### src/rtl/wd_service_master_if.sv
// ---------------------------------------------------------------------------
// wd_service_master_if
// Bundles the control inputs, watchdog ABUS/DBUS write bus and status
// outputs of wd_service_master.
//   master modport : the service master's view (drives abus/dbus/status)
//   slave  modport : the host / watchdog side (drives control, wdfail)
// Signals:
//   start, stop, healthy   host control and health inputs
//   fw_cfg, rl_cfg [15:0]  configuration words for addresses 2'b00 / 2'b01
//   wdfail                 watchdog fail indication
//   abus [1:0], dbus[15:0] watchdog write bus
//   busy, running, fault, skip   status outputs
//   srv_count [15:0]       completed service writes (only with WD_SRV_COUNT_EN)
// Optional feature macro: WD_SRV_COUNT_EN
// ---------------------------------------------------------------------------
interface wd_service_master_if;
    logic        start;
    logic        stop;
    logic        healthy;
    logic [15:0] fw_cfg;
    logic [15:0] rl_cfg;
    logic        wdfail;
    logic [1:0]  abus;
    logic [15:0] dbus;
    logic        busy;
    logic        running;
    logic        fault;
    logic        skip;
`ifdef WD_SRV_COUNT_EN
    logic [15:0] srv_count;

    modport master (
        input  start, stop, healthy, fw_cfg, rl_cfg, wdfail,
        output abus, dbus, busy, running, fault, skip, srv_count
    );
    modport slave (
        output start, stop, healthy, fw_cfg, rl_cfg, wdfail,
        input  abus, dbus, busy, running, fault, skip, srv_count
    );
`else
    modport master (
        input  start, stop, healthy, fw_cfg, rl_cfg, wdfail,
        output abus, dbus, busy, running, fault, skip
    );
    modport slave (
        output start, stop, healthy, fw_cfg, rl_cfg, wdfail,
        input  abus, dbus, busy, running, fault, skip
    );
`endif
endinterface

### src/rtl/wd_service_master.sv
// ---------------------------------------------------------------------------
// wd_service_master
// Host-side bus master for the watchdog. On START it writes the frame-window
// and reset-limit words and the INIT command, then services the watchdog
// every SRV_PERIOD cycles while HEALTHY is high. Every write is a 3-cycle
// transaction: unlock-key cycle, data cycle, idle gap. WDFAIL aborts
// everything and parks the block in FAILED until reset.
// Ports:
//   clk   in  system clock, rising edge
//   rst   in  asynchronous reset, active-low
//   bus   wd_service_master_if.master (control inputs, ABUS/DBUS, status)
// Optional feature macro: WD_SRV_COUNT_EN adds bus.srv_count, a saturating
//   count of completed service writes, cleared on reset and accepted START.
// ---------------------------------------------------------------------------
module wd_service_master #(
    parameter logic [15:0] UNLOCK_KEY = 16'hA5C3,
    parameter int unsigned SRV_PERIOD = 1000,
    parameter int unsigned CNT_W      = 16
) (
    input  logic                       clk,
    input  logic                       rst,
    wd_service_master_if.master        bus
);
    typedef enum logic [2:0] {IDLE, CFG_FW, CFG_RL, CFG_INIT, RUN, SRV, FAILED} state_t;
    typedef enum logic [1:0] {PH_K, PH_D, PH_G} phase_t;

    localparam logic [CNT_W-1:0] CNT_LAST = CNT_W'(SRV_PERIOD - 1);

    state_t            state_q, state_d;
    phase_t            phase_q, phase_d;
    logic [CNT_W-1:0]  cnt_q, cnt_d;
    logic              stop_pend_q, stop_pend_d;
    logic [15:0]       fw_q, rl_q;
    logic              load_cfg;

    logic [1:0]        abus_q, abus_d;
    logic [15:0]       dbus_q, dbus_d;
    logic              busy_q, busy_d;
    logic              running_q, running_d;
    logic              fault_q, fault_d;
    logic              skip_q, skip_d;

    logic [1:0]        wr_addr;
    logic [15:0]       wr_data;

    // Next-state logic. The registered outputs are decoded from the *next*
    // state/phase so they line up with the state they describe.
    always_comb begin
        // NOTE: every variable gets a default before any branch; otherwise a
        // path that skips an assignment infers a latch.
        state_d     = state_q;
        phase_d     = phase_q;
        cnt_d       = '0;
        stop_pend_d = stop_pend_q;
        skip_d      = 1'b0;
        load_cfg    = 1'b0;

        if (bus.wdfail) begin
            state_d = FAILED;
        end else begin
            case (state_q)
                IDLE: begin
                    stop_pend_d = 1'b0;
                    if (bus.start && !bus.stop) begin
                        state_d  = CFG_FW;
                        phase_d  = PH_K;
                        load_cfg = 1'b1;
                    end
                end
                CFG_FW, CFG_RL, CFG_INIT, SRV: begin
                    // STOP may be a short pulse; remember it until the gap cycle.
                    if (bus.stop) stop_pend_d = 1'b1;
                    case (phase_q)
                        PH_K:    phase_d = PH_D;
                        PH_D:    phase_d = PH_G;
                        default: begin
                            phase_d = PH_K;
                            if (bus.stop || stop_pend_q) begin
                                state_d     = IDLE;
                                stop_pend_d = 1'b0;
                            end else begin
                                case (state_q)
                                    CFG_FW:  state_d = CFG_RL;
                                    CFG_RL:  state_d = CFG_INIT;
                                    default: state_d = RUN;
                                endcase
                            end
                        end
                    endcase
                end
                RUN: begin
                    if (bus.stop) begin
                        state_d = IDLE;
                    end else if (cnt_q == CNT_LAST) begin
                        if (bus.healthy) begin
                            state_d = SRV;
                            phase_d = PH_K;
                        end else begin
                            skip_d = 1'b1;
                        end
                    end else begin
                        cnt_d = cnt_q + CNT_W'(1);
                    end
                end
                default: state_d = FAILED;
            endcase
        end

        case (state_d)
            CFG_FW:   begin wr_addr = 2'b00; wr_data = fw_q;     end
            CFG_RL:   begin wr_addr = 2'b01; wr_data = rl_q;     end
            CFG_INIT: begin wr_addr = 2'b11; wr_data = 16'h0001; end
            default:  begin wr_addr = 2'b11; wr_data = 16'h0002; end
        endcase

        busy_d = 1'b0;
        abus_d = 2'b00;
        dbus_d = 16'h0000;
        if (state_d inside {CFG_FW, CFG_RL, CFG_INIT, SRV}) begin
            busy_d = 1'b1;
            if (phase_d != PH_G) begin
                abus_d = wr_addr;
                dbus_d = (phase_d == PH_K) ? UNLOCK_KEY : wr_data;
            end
        end
        running_d = state_d inside {RUN, SRV};
        fault_d   = (state_d == FAILED);
    end

    always_ff @(posedge clk or negedge rst) begin
        if (!rst) begin
            state_q     <= IDLE;
            phase_q     <= PH_K;
            cnt_q       <= '0;
            stop_pend_q <= 1'b0;
            fw_q        <= 16'h0000;
            rl_q        <= 16'h0000;
            abus_q      <= 2'b00;
            dbus_q      <= 16'h0000;
            busy_q      <= 1'b0;
            running_q   <= 1'b0;
            fault_q     <= 1'b0;
            skip_q      <= 1'b0;
        end else begin
            // NOTE: non-blocking assignments so every register samples the
            // pre-edge values, independent of statement order.
            state_q     <= state_d;
            phase_q     <= phase_d;
            cnt_q       <= cnt_d;
            stop_pend_q <= stop_pend_d;
            if (load_cfg) begin
                fw_q <= bus.fw_cfg;
                rl_q <= bus.rl_cfg;
            end
            abus_q      <= abus_d;
            dbus_q      <= dbus_d;
            busy_q      <= busy_d;
            running_q   <= running_d;
            fault_q     <= fault_d;
            skip_q      <= skip_d;
        end
    end

    assign bus.abus    = abus_q;
    assign bus.dbus    = dbus_q;
    assign bus.busy    = busy_q;
    assign bus.running = running_q;
    assign bus.fault   = fault_q;
    assign bus.skip    = skip_q;

`ifdef WD_SRV_COUNT_EN
    logic [15:0] srv_count_q;

    // Counts on entry to the gap cycle, so an aborted service never counts.
    always_ff @(posedge clk or negedge rst) begin
        if (!rst) begin
            srv_count_q <= 16'h0000;
        end else if (load_cfg) begin
            srv_count_q <= 16'h0000;
        end else if (state_d == SRV && phase_d == PH_G && srv_count_q != 16'hFFFF) begin
            srv_count_q <= srv_count_q + 16'd1;
        end
    end

    assign bus.srv_count = srv_count_q;
`endif
endmodule

### src/flat_wrapper.sv
// flat-port wrapper written by rule: the top's interface ports become plain ports
module wd_service_master_flat 
#(
    parameter logic [15:0] UNLOCK_KEY = 16'hA5C3,
    parameter int unsigned SRV_PERIOD = 1000,
    parameter int unsigned CNT_W      = 16
)
  (clk, rst, bus_start, bus_stop, bus_healthy, bus_fw_cfg, bus_rl_cfg, bus_wdfail, bus_abus, bus_dbus, bus_busy, bus_running, bus_fault, bus_skip);
  wd_service_master_if bus_i ();
  input  logic clk;
  input  logic rst;
  input wire logic [$bits(bus_i.start)-1:0] bus_start;
  input wire logic [$bits(bus_i.stop)-1:0] bus_stop;
  input wire logic [$bits(bus_i.healthy)-1:0] bus_healthy;
  input wire logic [$bits(bus_i.fw_cfg)-1:0] bus_fw_cfg;
  input wire logic [$bits(bus_i.rl_cfg)-1:0] bus_rl_cfg;
  input wire logic [$bits(bus_i.wdfail)-1:0] bus_wdfail;
  output wire logic [$bits(bus_i.abus)-1:0] bus_abus;
  output wire logic [$bits(bus_i.dbus)-1:0] bus_dbus;
  output wire logic [$bits(bus_i.busy)-1:0] bus_busy;
  output wire logic [$bits(bus_i.running)-1:0] bus_running;
  output wire logic [$bits(bus_i.fault)-1:0] bus_fault;
  output wire logic [$bits(bus_i.skip)-1:0] bus_skip;
  assign bus_i.start = bus_start;
  assign bus_i.stop = bus_stop;
  assign bus_i.healthy = bus_healthy;
  assign bus_i.fw_cfg = bus_fw_cfg;
  assign bus_i.rl_cfg = bus_rl_cfg;
  assign bus_i.wdfail = bus_wdfail;
  assign bus_abus = bus_i.abus;
  assign bus_dbus = bus_i.dbus;
  assign bus_busy = bus_i.busy;
  assign bus_running = bus_i.running;
  assign bus_fault = bus_i.fault;
  assign bus_skip = bus_i.skip;
  wd_service_master #(.UNLOCK_KEY(UNLOCK_KEY), .SRV_PERIOD(SRV_PERIOD), .CNT_W(CNT_W)) u_core (.clk(clk), .rst(rst), .bus(bus_i));
endmodule
### config.mk
export PLATFORM = sky130hd
export DESIGN_NAME = wd_service_master_flat
export DESIGN_NICKNAME = d
export VERILOG_FILES = /design/src/rtl/wd_service_master_if.sv /design/src/rtl/wd_service_master.sv /design/src/flat_wrapper.sv
export SDC_FILE = /design/constraint.sdc
export NUM_CORES = 1
export LEC_CHECK = 0
export ABC_AREA = 1
export CAP_MARGIN = 20
export CELL_PAD_IN_SITES_DETAIL_PLACEMENT = 1
export CELL_PAD_IN_SITES_GLOBAL_PLACEMENT = 1
export CORE_UTILIZATION = 35
export DETAILED_ROUTE_END_ITERATION = 7
export HOLD_SLACK_MARGIN = 0.02
export PLACE_DENSITY_LB_ADDON = 0.1
export SYNTH_ARGS = -nofsm -noshare
export SYNTH_HDL_FRONTEND = slang
export SYNTH_SLANG_ARGS = --single-unit
### constraint.sdc
create_clock -name clk -period 2.81 [get_ports clk]
set_input_delay 0.562 -clock clk [delete_from_list [all_inputs] [get_ports clk]]
set_output_delay 0.562 -clock clk [all_outputs]
set_load 0.02 [all_outputs]
[Word level (Yosys, flattened, before mapping)]
Cells that the tools add are included.
Storage, ports and cells
  input port bits: 38
  logic and storage cells: 80
  bits in registers: 76
  output and inout bits: 22
Cells by class
  eq/ne operators: 14
  add/subtract/negate cells: 1
  bitwise logic cells: 1
  mux-type cells: 40
  reductions and logical operators: 12
Operators by type and width (number)
  2-to-1 mux 16 bit: 7
  one-hot mux 16 bit (3 select lines): 1
  2-to-1 mux 3 bit: 7
  adder 16 x 1 -> 16 bit, second input constant: 1
  == test 16 x 10 -> 1 bit, second input constant: 1
  == test 3 bit, second input constant: 5
  2-to-1 mux 2 bit: 7
  == test 3 x 2 -> 1 bit, second input constant: 4
  2-to-1 mux 1 bit: 12
  one-hot mux 3 bit (3 select lines): 1
  one-hot mux 2 bit (2 select lines): 2
  == test 3 x 1 -> 1 bit, second input constant: 2
  one-hot mux 2 bit (3 select lines): 1
  one-hot mux 3 bit (2 select lines): 1
  zero test 2 bit: 2
  nonzero test 2 bit: 2
  nonzero test 4 bit: 1
  OR reduction 4 bit: 1
  zero test 3 bit: 1
  == test 2 x 1 -> 1 bit, second input constant: 1
  inequality test 2 bit, second input constant: 1
  one-hot mux 1 bit (2 select lines): 1
  AND reduction 2 bit: 1
  OR reduction 2 bit: 1
  other kinds (4): 4

[Depth between registers and ports, before layout]
Gate-level depths: netlist (run 1).
  depth in word-level cells: 11
  gate-level depth with buffers: 16
  depth with buffers taken out: 15

[Worst setup path before layout (run 1)]
No wires, ideal clock.
  path type: input port to flip-flop
  start: input port bus_wdfail
  end: register u_core.dbus_q[13] (netlist: u_core.bus.dbus[13])
  setup slack: 1090 ps
  buffers on the path: 1
  library setup time: 70 ps
  required time: 2740 ps
  stages: 13
  arrival: 1650 ps
  cells stage by stage: clkinv_1 nand2_1 nand3b_1 nor2_2 inv_2 nor2_4 nand2_1 inv_2 buf_6 nand2_1 nand2_1 nand2_1 nand2_1
Between the ends
  longest elaborated chain between the ends: 6
  elaborated cells on any way between the ends: 13
  those cells by class: eq/ne (5); mux (6); reduce/logical (2)
Ends and longest elaborated chain
  start: declaration: line flat_wrapper.sv:17  | input wire logic [$bits(bus_i.wdfail)-1:0] bus_wdfail;
  2-to-1 mux 3 bit *: line wd_service_master.sv:58  | if (bus.wdfail) begin
  named net u_core.state_d[2]: line wd_service_master.sv:29  | state_t state_q, state_d;
  == test 3 x 2 -> 1 bit or == test 3 x 1 -> 1 bit (tied branches): line wd_service_master.sv:109, wd_service_master.sv:119
  one-hot mux 16 bit (3 select lines): line wd_service_master.sv:109  | case (state_d)
  2-to-1 mux 16 bit: line wd_service_master.sv:123  | dbus_d = (phase_d == PH_K) ? UNLOCK_KEY : wr_data;
  2-to-1 mux 16 bit: line wd_service_master.sv:121  | if (phase_d != PH_G) begin
  2-to-1 mux 16 bit *: line wd_service_master.sv:119  | if (state_d inside {CFG_FW, CFG_RL, CFG_INIT, SRV}) begin
  named net u_core.dbus_d[13]: line wd_service_master.sv:37  | logic [15:0] dbus_q, dbus_d;
  end signal: assignment: line wd_service_master.sv:156  | dbus_q <= dbus_d;
  end: declaration: line wd_service_master.sv:37
The timed path passes the listed nets; every way through them passes the cells marked *.
A chain may end at the register's enable or synchronous reset.

[Final worst setup path (run 1)]
  start: input port bus_wdfail
  end: register u_core.dbus_q[0] (netlist: u_core.bus.dbus[0])
Between the ends
  longest elaborated chain between the ends: 6
  elaborated cells on any way between the ends: 13
  those cells by class: eq/ne (5); mux (6); reduce/logical (2)
Ends and longest elaborated chain (line)
  2-to-1 mux 3 bit: wd_service_master.sv:58
  == test 3 x 2 -> 1 bit or == test 3 x 1 -> 1 bit (tied branches): wd_service_master.sv:109, wd_service_master.sv:119
  one-hot mux 16 bit (3 select lines): wd_service_master.sv:109
  2-to-1 mux 16 bit: wd_service_master.sv:123
  2-to-1 mux 16 bit: wd_service_master.sv:121
  2-to-1 mux 16 bit *: wd_service_master.sv:119
  named net u_core.dbus_d[0]: wd_service_master.sv:37
Marks and branches as above.

==> results of run 1 <==
==> cell families after synthesis <==
logic type / Yosys count
and+or+nand+nor: 168
DFF: 76
buffers and inverters: 38
muxes: 31
AOI/OAI and AO/OA: 30
xor gates and xnor gates: 3
adders and majority gates: 1
==> cell type report <==
type                    count  area (um^2)
clock buffers              10          138
flip-flops and latches     76         1900
inverters                  33          124
clock inverters             6         87.6
repair buffers             63          631
well taps                 111          139
multi-input cells         233         1250
fillers                  1037         4920
==> worst max-delay path: cells and delay by family <==
family                 cells  cell delay [ns]
AND/OR/NAND/NOR            9             1.05
buffers and inverters      3             0.82
==> per-layer routing <==
metal	GRT usage	share of wire
met1	0.230	0.47
met2	0.290	0.48
met3	0.0408	0.033
met4	0.0611	0.012
met5	0	0
==> cell usage in the layout (no fill, tap or decap), drive strengths merged <==
cell type	synthesis	routed
nand3b	1	1
xor2	3	3
clkinv	1	5
nor3	9	9
nand2	94	94
inv	32	32
a21oi	16	16
clkdlybuf4s50	0	58
nor3b	1	1
ha	1	1
nor2	37	37
o211ai	1	1
nor4	2	2
nand4	5	5
buf	5	5
mux2	31	31
dfrtp	76	76
nand3	19	19
bufinv	0	2
o21ai	11	11
a31oi	1	1
clkbuf	0	10
a211oi	1	1
==> per-stage QoR <==
| step | instances | total power, uW | hold slack (ns) |
|---|---|---|---|
| finish | 532 | 2140 | 0.196 |
| global route | 532 | 2240 | 0.227 |
| CTS | 532 | 2180 | 0.211 |
| detailed placement | 516 | 1230 | 0.466 |
| global placement | 516 | 1230 | 0.447 |
| floorplan | 347 | 1140 | 0.266 |
==> final timing paths <==
check,start,end,cells after the start
worst max-delay path,bus_wdfail,u_core.bus.dbus[0],12
worst min-delay path,rst,u_core.cnt_q[11],1
worst max register to register,u_core.cnt_q[0],u_core.cnt_q[14],11
worst min register to register,u_core.cnt_q[0],u_core.cnt_q[0],1
max in group asynchronous,rst,u_core.bus.abus[1],2
min in group clk,u_core.cnt_q[0],u_core.cnt_q[0],1
==> power by group <==
part           switching [uW]  internal (uW)
Combinational            36.7           55.2
Clock                     417            524
Sequential               5.76           1100
Total                     459           1680
==> registers in the layout (all words and copies together) (netlist names) <==
| name | cells |
|---|---|
| u_core.bus.abus | 2 |
| u_core.bus.busy | 1 |
| u_core.bus.dbus | 16 |
| u_core.bus.fault | 1 |
| u_core.bus.running | 1 |
| u_core.bus.skip | 1 |
| u_core.cnt_q | 16 |
| u_core.fw_q | 16 |
| u_core.phase_q | 2 |
| u_core.rl_q | 16 |
| u_core.state_q | 3 |
| u_core.stop_pend_q | 1 |
==> results_dict.tcl, run 1 <==
set metrics [dict create \
    status "finished clean" \
    tightestPinTransition_ns 0.576 \
    crit_path_frequent_cell "nand2_1" \
    cts_buffers 9 \
    grt_pass1_wl_um 13400 \
    remaining_drc_errors 0 \
    dieArea_um2 9860 \
    yosysMostFrequentCell "nand2_1" \
    power_density_nw_per_um2 501 \
    slew_viol_final 0 \
    post-place-ws_ns 0.215 \
    ys_warn_count 0 \
    rsz0062_at_grt "no" \
    yosysTopAreaCellShare 0.574 \
    crit_path_cell_trace "clkdlybuf4s50_1 > clkinv_1 > nand2_1 > nor2_1 > nand2_1 > nand2_1 > nand4_1 > nand2_1 > nand2_2 > inv_2 > nand2_1 > nand2_1" \
    synth_compound_area_frac 0.0483 \
    diodes 0 \
    post-route-util 0.465 \
    drive_above_1_share 0.145 \
    synth_edf_count 0 \
    required_ns 3.03 \
    synth.area.top_cells "dfrtp_1, mux2_2, nand2_1" \
    syn_inst 347 \
    fin_tns_setup_ns 0 \
    clock_skew_ns 0.00956 \
    path_clk_slew_ns 0.08 \
    synth_top_family_by_area "simple AND/OR/NAND/NOR gates" \
    drt-pass1-iter-count 4 \
    peakVddDrop_uv 224 \
    post_cts_buffers 0 \
    area_growth_pct 29.0 \
    gp_congestion 0.797 \
    hpwl_um 5640 \
    clock.fmax_mhz 455 \
    fin_crit_sh 0.783 \
    via_per_inst 4.83 \
    clock_latency_ns 0.35 \
    cts_tree "done" \
    drt.antenna.violating_nets 0 \
    netlist_area_um2 3310 \
    port_buffers 59 \
    p_leak_uw 0.00204 \
    worst_slack_ns 0.611 \
    synth_fa_ha_area_frac 0.00378 \
    gr-total-overflow 0 \
    finalSetupViolCount 0 \
    synthDistinctLibCells 27 \
    final_area_um2 4270 \
    clockBufferDepth 2 \
    htree_levels 3 \
    crit_arrival_ns 2.42 \
    track_usage 0.176 \
    avgSynthCellArea_um2 9.55 \
    grt_max_degree 43 \
    routedWlPerCell_um 14.6 \
    core_um2 9200 \
    grt_pass1_vias 2787 \
    clock_sinks 76 \
    slew_headroom 0.616 \
    async_flop_share 1.00 \
    synth_top_area_cell "dfrtp_1" \
    routed_wl_um 7790 \
    cts_hold_buffers 0 \
    place_area_um2 4050 \
    hp-class "in2async" \
    rows 35 \
    die_x_um 99.3 \
    synth_ff_type "dfrtp_1" \
    syn-num-nets 386 \
    cap_violations 0 \
    fin_crit_ns 2.20 \
    cp_slowest_cell "clkdlybuf4s50_1" \
    path_class "in2reg" \
    rrSetupSlack_ns 0.80 \
    grt_antenna_before_repair 0 \
    synth_xor_area_frac 0.00793 \
    cts-root-buf "clkbuf_8" \
    hold_viol 0 \
    synth-simple-area-share 0.213 \
    ios 60 \
    endpoint_kind "flip-flop" \
    cp_max_fo 10 \
    drtIter0Drc 93 \
    final_nets 455 \
    post_cts_resized 0 \
    synth_seq_cells 76 \
    synth_common_cells "nand2_1, dfrtp_1, nor2_1" \
    synthMuxAreaShare 0.105 \
    vias 2571 \
    max_stage_delay_ns 0.49 \
    seq_area_frac_synth 0.574 \
    dieHeight_um 99.3 \
    startpoint_type "primary input" \
    initial_core_util 0.360 \
]
Note: power is estimated with default switching activity, not from simulation.
==> inputs of run 2 (changes only) <==
Clock period 2.81 ns to 1.97 ns, I/O delays scaled along.
==> results_dict.tcl, run 2 (same netlist as run 1, synthesis figures left out) <==
set metrics [dict create \
    worst_slack_ns 0.150 \
    fin_crit_ns 1.82 \
    initial_core_util 0.360 \
    status "finished clean" \
    reg2reg_to "u_core.bus.dbus[13]" \
    vias 2732 \
    required_ns 2.25 \
    slew_viol_final 0 \
    cts_tree "done" \
    endpoint_kind "flip-flop" \
    hpwl_um 5970 \
    cp_slowest_cell "clkdlybuf4s50_1" \
    whs_ns 0.453 \
    final_nets 482 \
    max_stage_delay_ns 0.44 \
    cts-root-buf "clkbuf_8" \
    fin_crit_sh 0.924 \
    remaining_drc_errors 0 \
    cts_buffers 9 \
    p_leak_uw 0.00220 \
    grt_antenna_before_repair 0 \
    crit_arrival_ns 2.10 \
    drt-pass1-iter-count 4 \
    crit_path_frequent_cell "nand2_1" \
    path_clk_slew_ns 0.08 \
    via_per_inst 4.89 \
    clockBufferDepth 2 \
    gp_congestion 0.848 \
    path_class "in2reg" \
    hold_viol 0 \
    ios 60 \
    ff2ff_path_depth 12 \
    hp-class "in2async" \
    grt_pass1_vias 2919 \
    cp_max_fo 8 \
    rrSetupSlack_ns 0.16 \
    core_um2 9200 \
    dieHeight_um 99.3 \
    crit_cells 11 \
    cap_violations 0 \
    rows 35 \
    critPathTopFamily "simple AND/OR/NAND/NOR gates" \
    clock_skew_ns 0.00443 \
    routedWlPerCell_um 15.2 \
    final_cell_mix "nand2_1, dfrtp_1, clkdlybuf4s50_1, mux2_2, nor2_1" \
    diodes 0 \
    routed_wl_um 8480 \
    drtIter0Drc 69 \
    htree_levels 3 \
    r2r_start "u_core.state_q[0]" \
    port_buffers 59 \
    startpoint_type "primary input" \
    track_usage 0.183 \
    n_fill_cell 1036 \
    dieArea_um2 9860 \
    path_buf_inv 3 \
    rsz0062_at_grt "yes" \
    grt_max_degree 37 \
    die_x_um 99.3 \
    crit_path_cell_trace "clkdlybuf4s50_1 > clkinv_1 > nand2_1 > nor2_1 > nand2_1 > nand2_1 > nand4_1 > nand2_1 > nand2_4 > buf_12 > a21oi_1" \
    clock_sinks 76 \
    peakVddDrop_uv 355 \
    grt_pass1_wl_um 13900 \
    area_growth_pct 40.4 \
    clock_latency_ns 0.35 \
    gr-total-overflow 0 \
    post-place-ws_ns -0.243 \
    slew_headroom 0.791 \
    crit_start "bus_wdfail" \
    power_density_nw_per_um2 682 \
    tightestPinTransition_ns 0.314 \
    drt.antenna.violating_nets 0 \
    finalSetupViolCount 0 \
    setup.worst_path.end "u_core.bus.dbus[9]" \
    layout_commonest_cell "nand2_1" \
    post-route-util 0.506 \
    drive_above_1_share 0.254 \
    clock.fmax_mhz 549 \
]
run 2: changes by cell type in the layout (fill, tap and decap cells not counted), moves of 5 or more:
cell / previous run / this run
buf_4: 4 / 26
nand2_1: 92 / 87
nor2_1: 35 / 27
nor2_2: 1 / 7
run 2: power breakdown:
part           leakage, uW  switching, uW  internal (uW)
logic              0.00106           55.0           89.2
registers          0.00102           8.66           1570
clock network     0.000120            598            844
total              0.00220            662           2510
run 2: final cells by class:
| class | instances | area [um^2] | area share |
|---|---|---|---|
| multi-input cells | 233 | 1350 | 0.291 |
| well taps | 111 | 139 | 0.0299 |
| repair buffers | 90 | 886 | 0.190 |
| flip-flops and latches | 76 | 1910 | 0.410 |
| clock inverters | 6 | 113 | 0.0242 |
| clock buffers | 10 | 128 | 0.0274 |
| inverters | 33 | 126 | 0.0272 |
run 2: per-stage QoR:
step	cells	TNS [ns]	total power, uW	area [um^2]
final	559	0	3170	4650
after floorplan	347	0	1630	3310
after global placement	538	-4.29	1760	4260
after global routing	559	-0.0970	3290	4650
after detailed placement	538	-5.82	1760	4260
after CTS	555	0	3210	4530
run 2: routing by layer:
layer / vias up / part of all wire / GRT usage
li1: 1315 / - / -
met1: 1355 / 0.43 / 0.230
met2: 48 / 0.51 / 0.308
met3: 14 / 0.030 / 0.0351
met4: 0 / 0.023 / 0.0826
met5: - / 0 / 0
run 2: what timing repair did:
action                                 in CTS  in global routing
endpoints found under the hold margin      17                  0
setup buffers                               0                  4
pin swaps                                   0                  7
hold buffers                                1                  0
setup endpoints to repair                   9                 21
gates resized for setup                     5                 31
run 2: worst min path at each step:
| stage | start | to | slack (ns) |
|---|---|---|---|
| after global routing | rst | u_core.cnt_q[12] | 0.47 |
| final | rst | u_core.cnt_q[12] | 0.45 |
| after detailed placement | rst | u_core.cnt_q[12] | 0.29 |
| after CTS | rst | u_core.cnt_q[14] | 0.45 |
| after floorplan | rst | u_core.bus.abus[0] | 0.1 |
| after global placement | rst | u_core.cnt_q[12] | 0.29 |
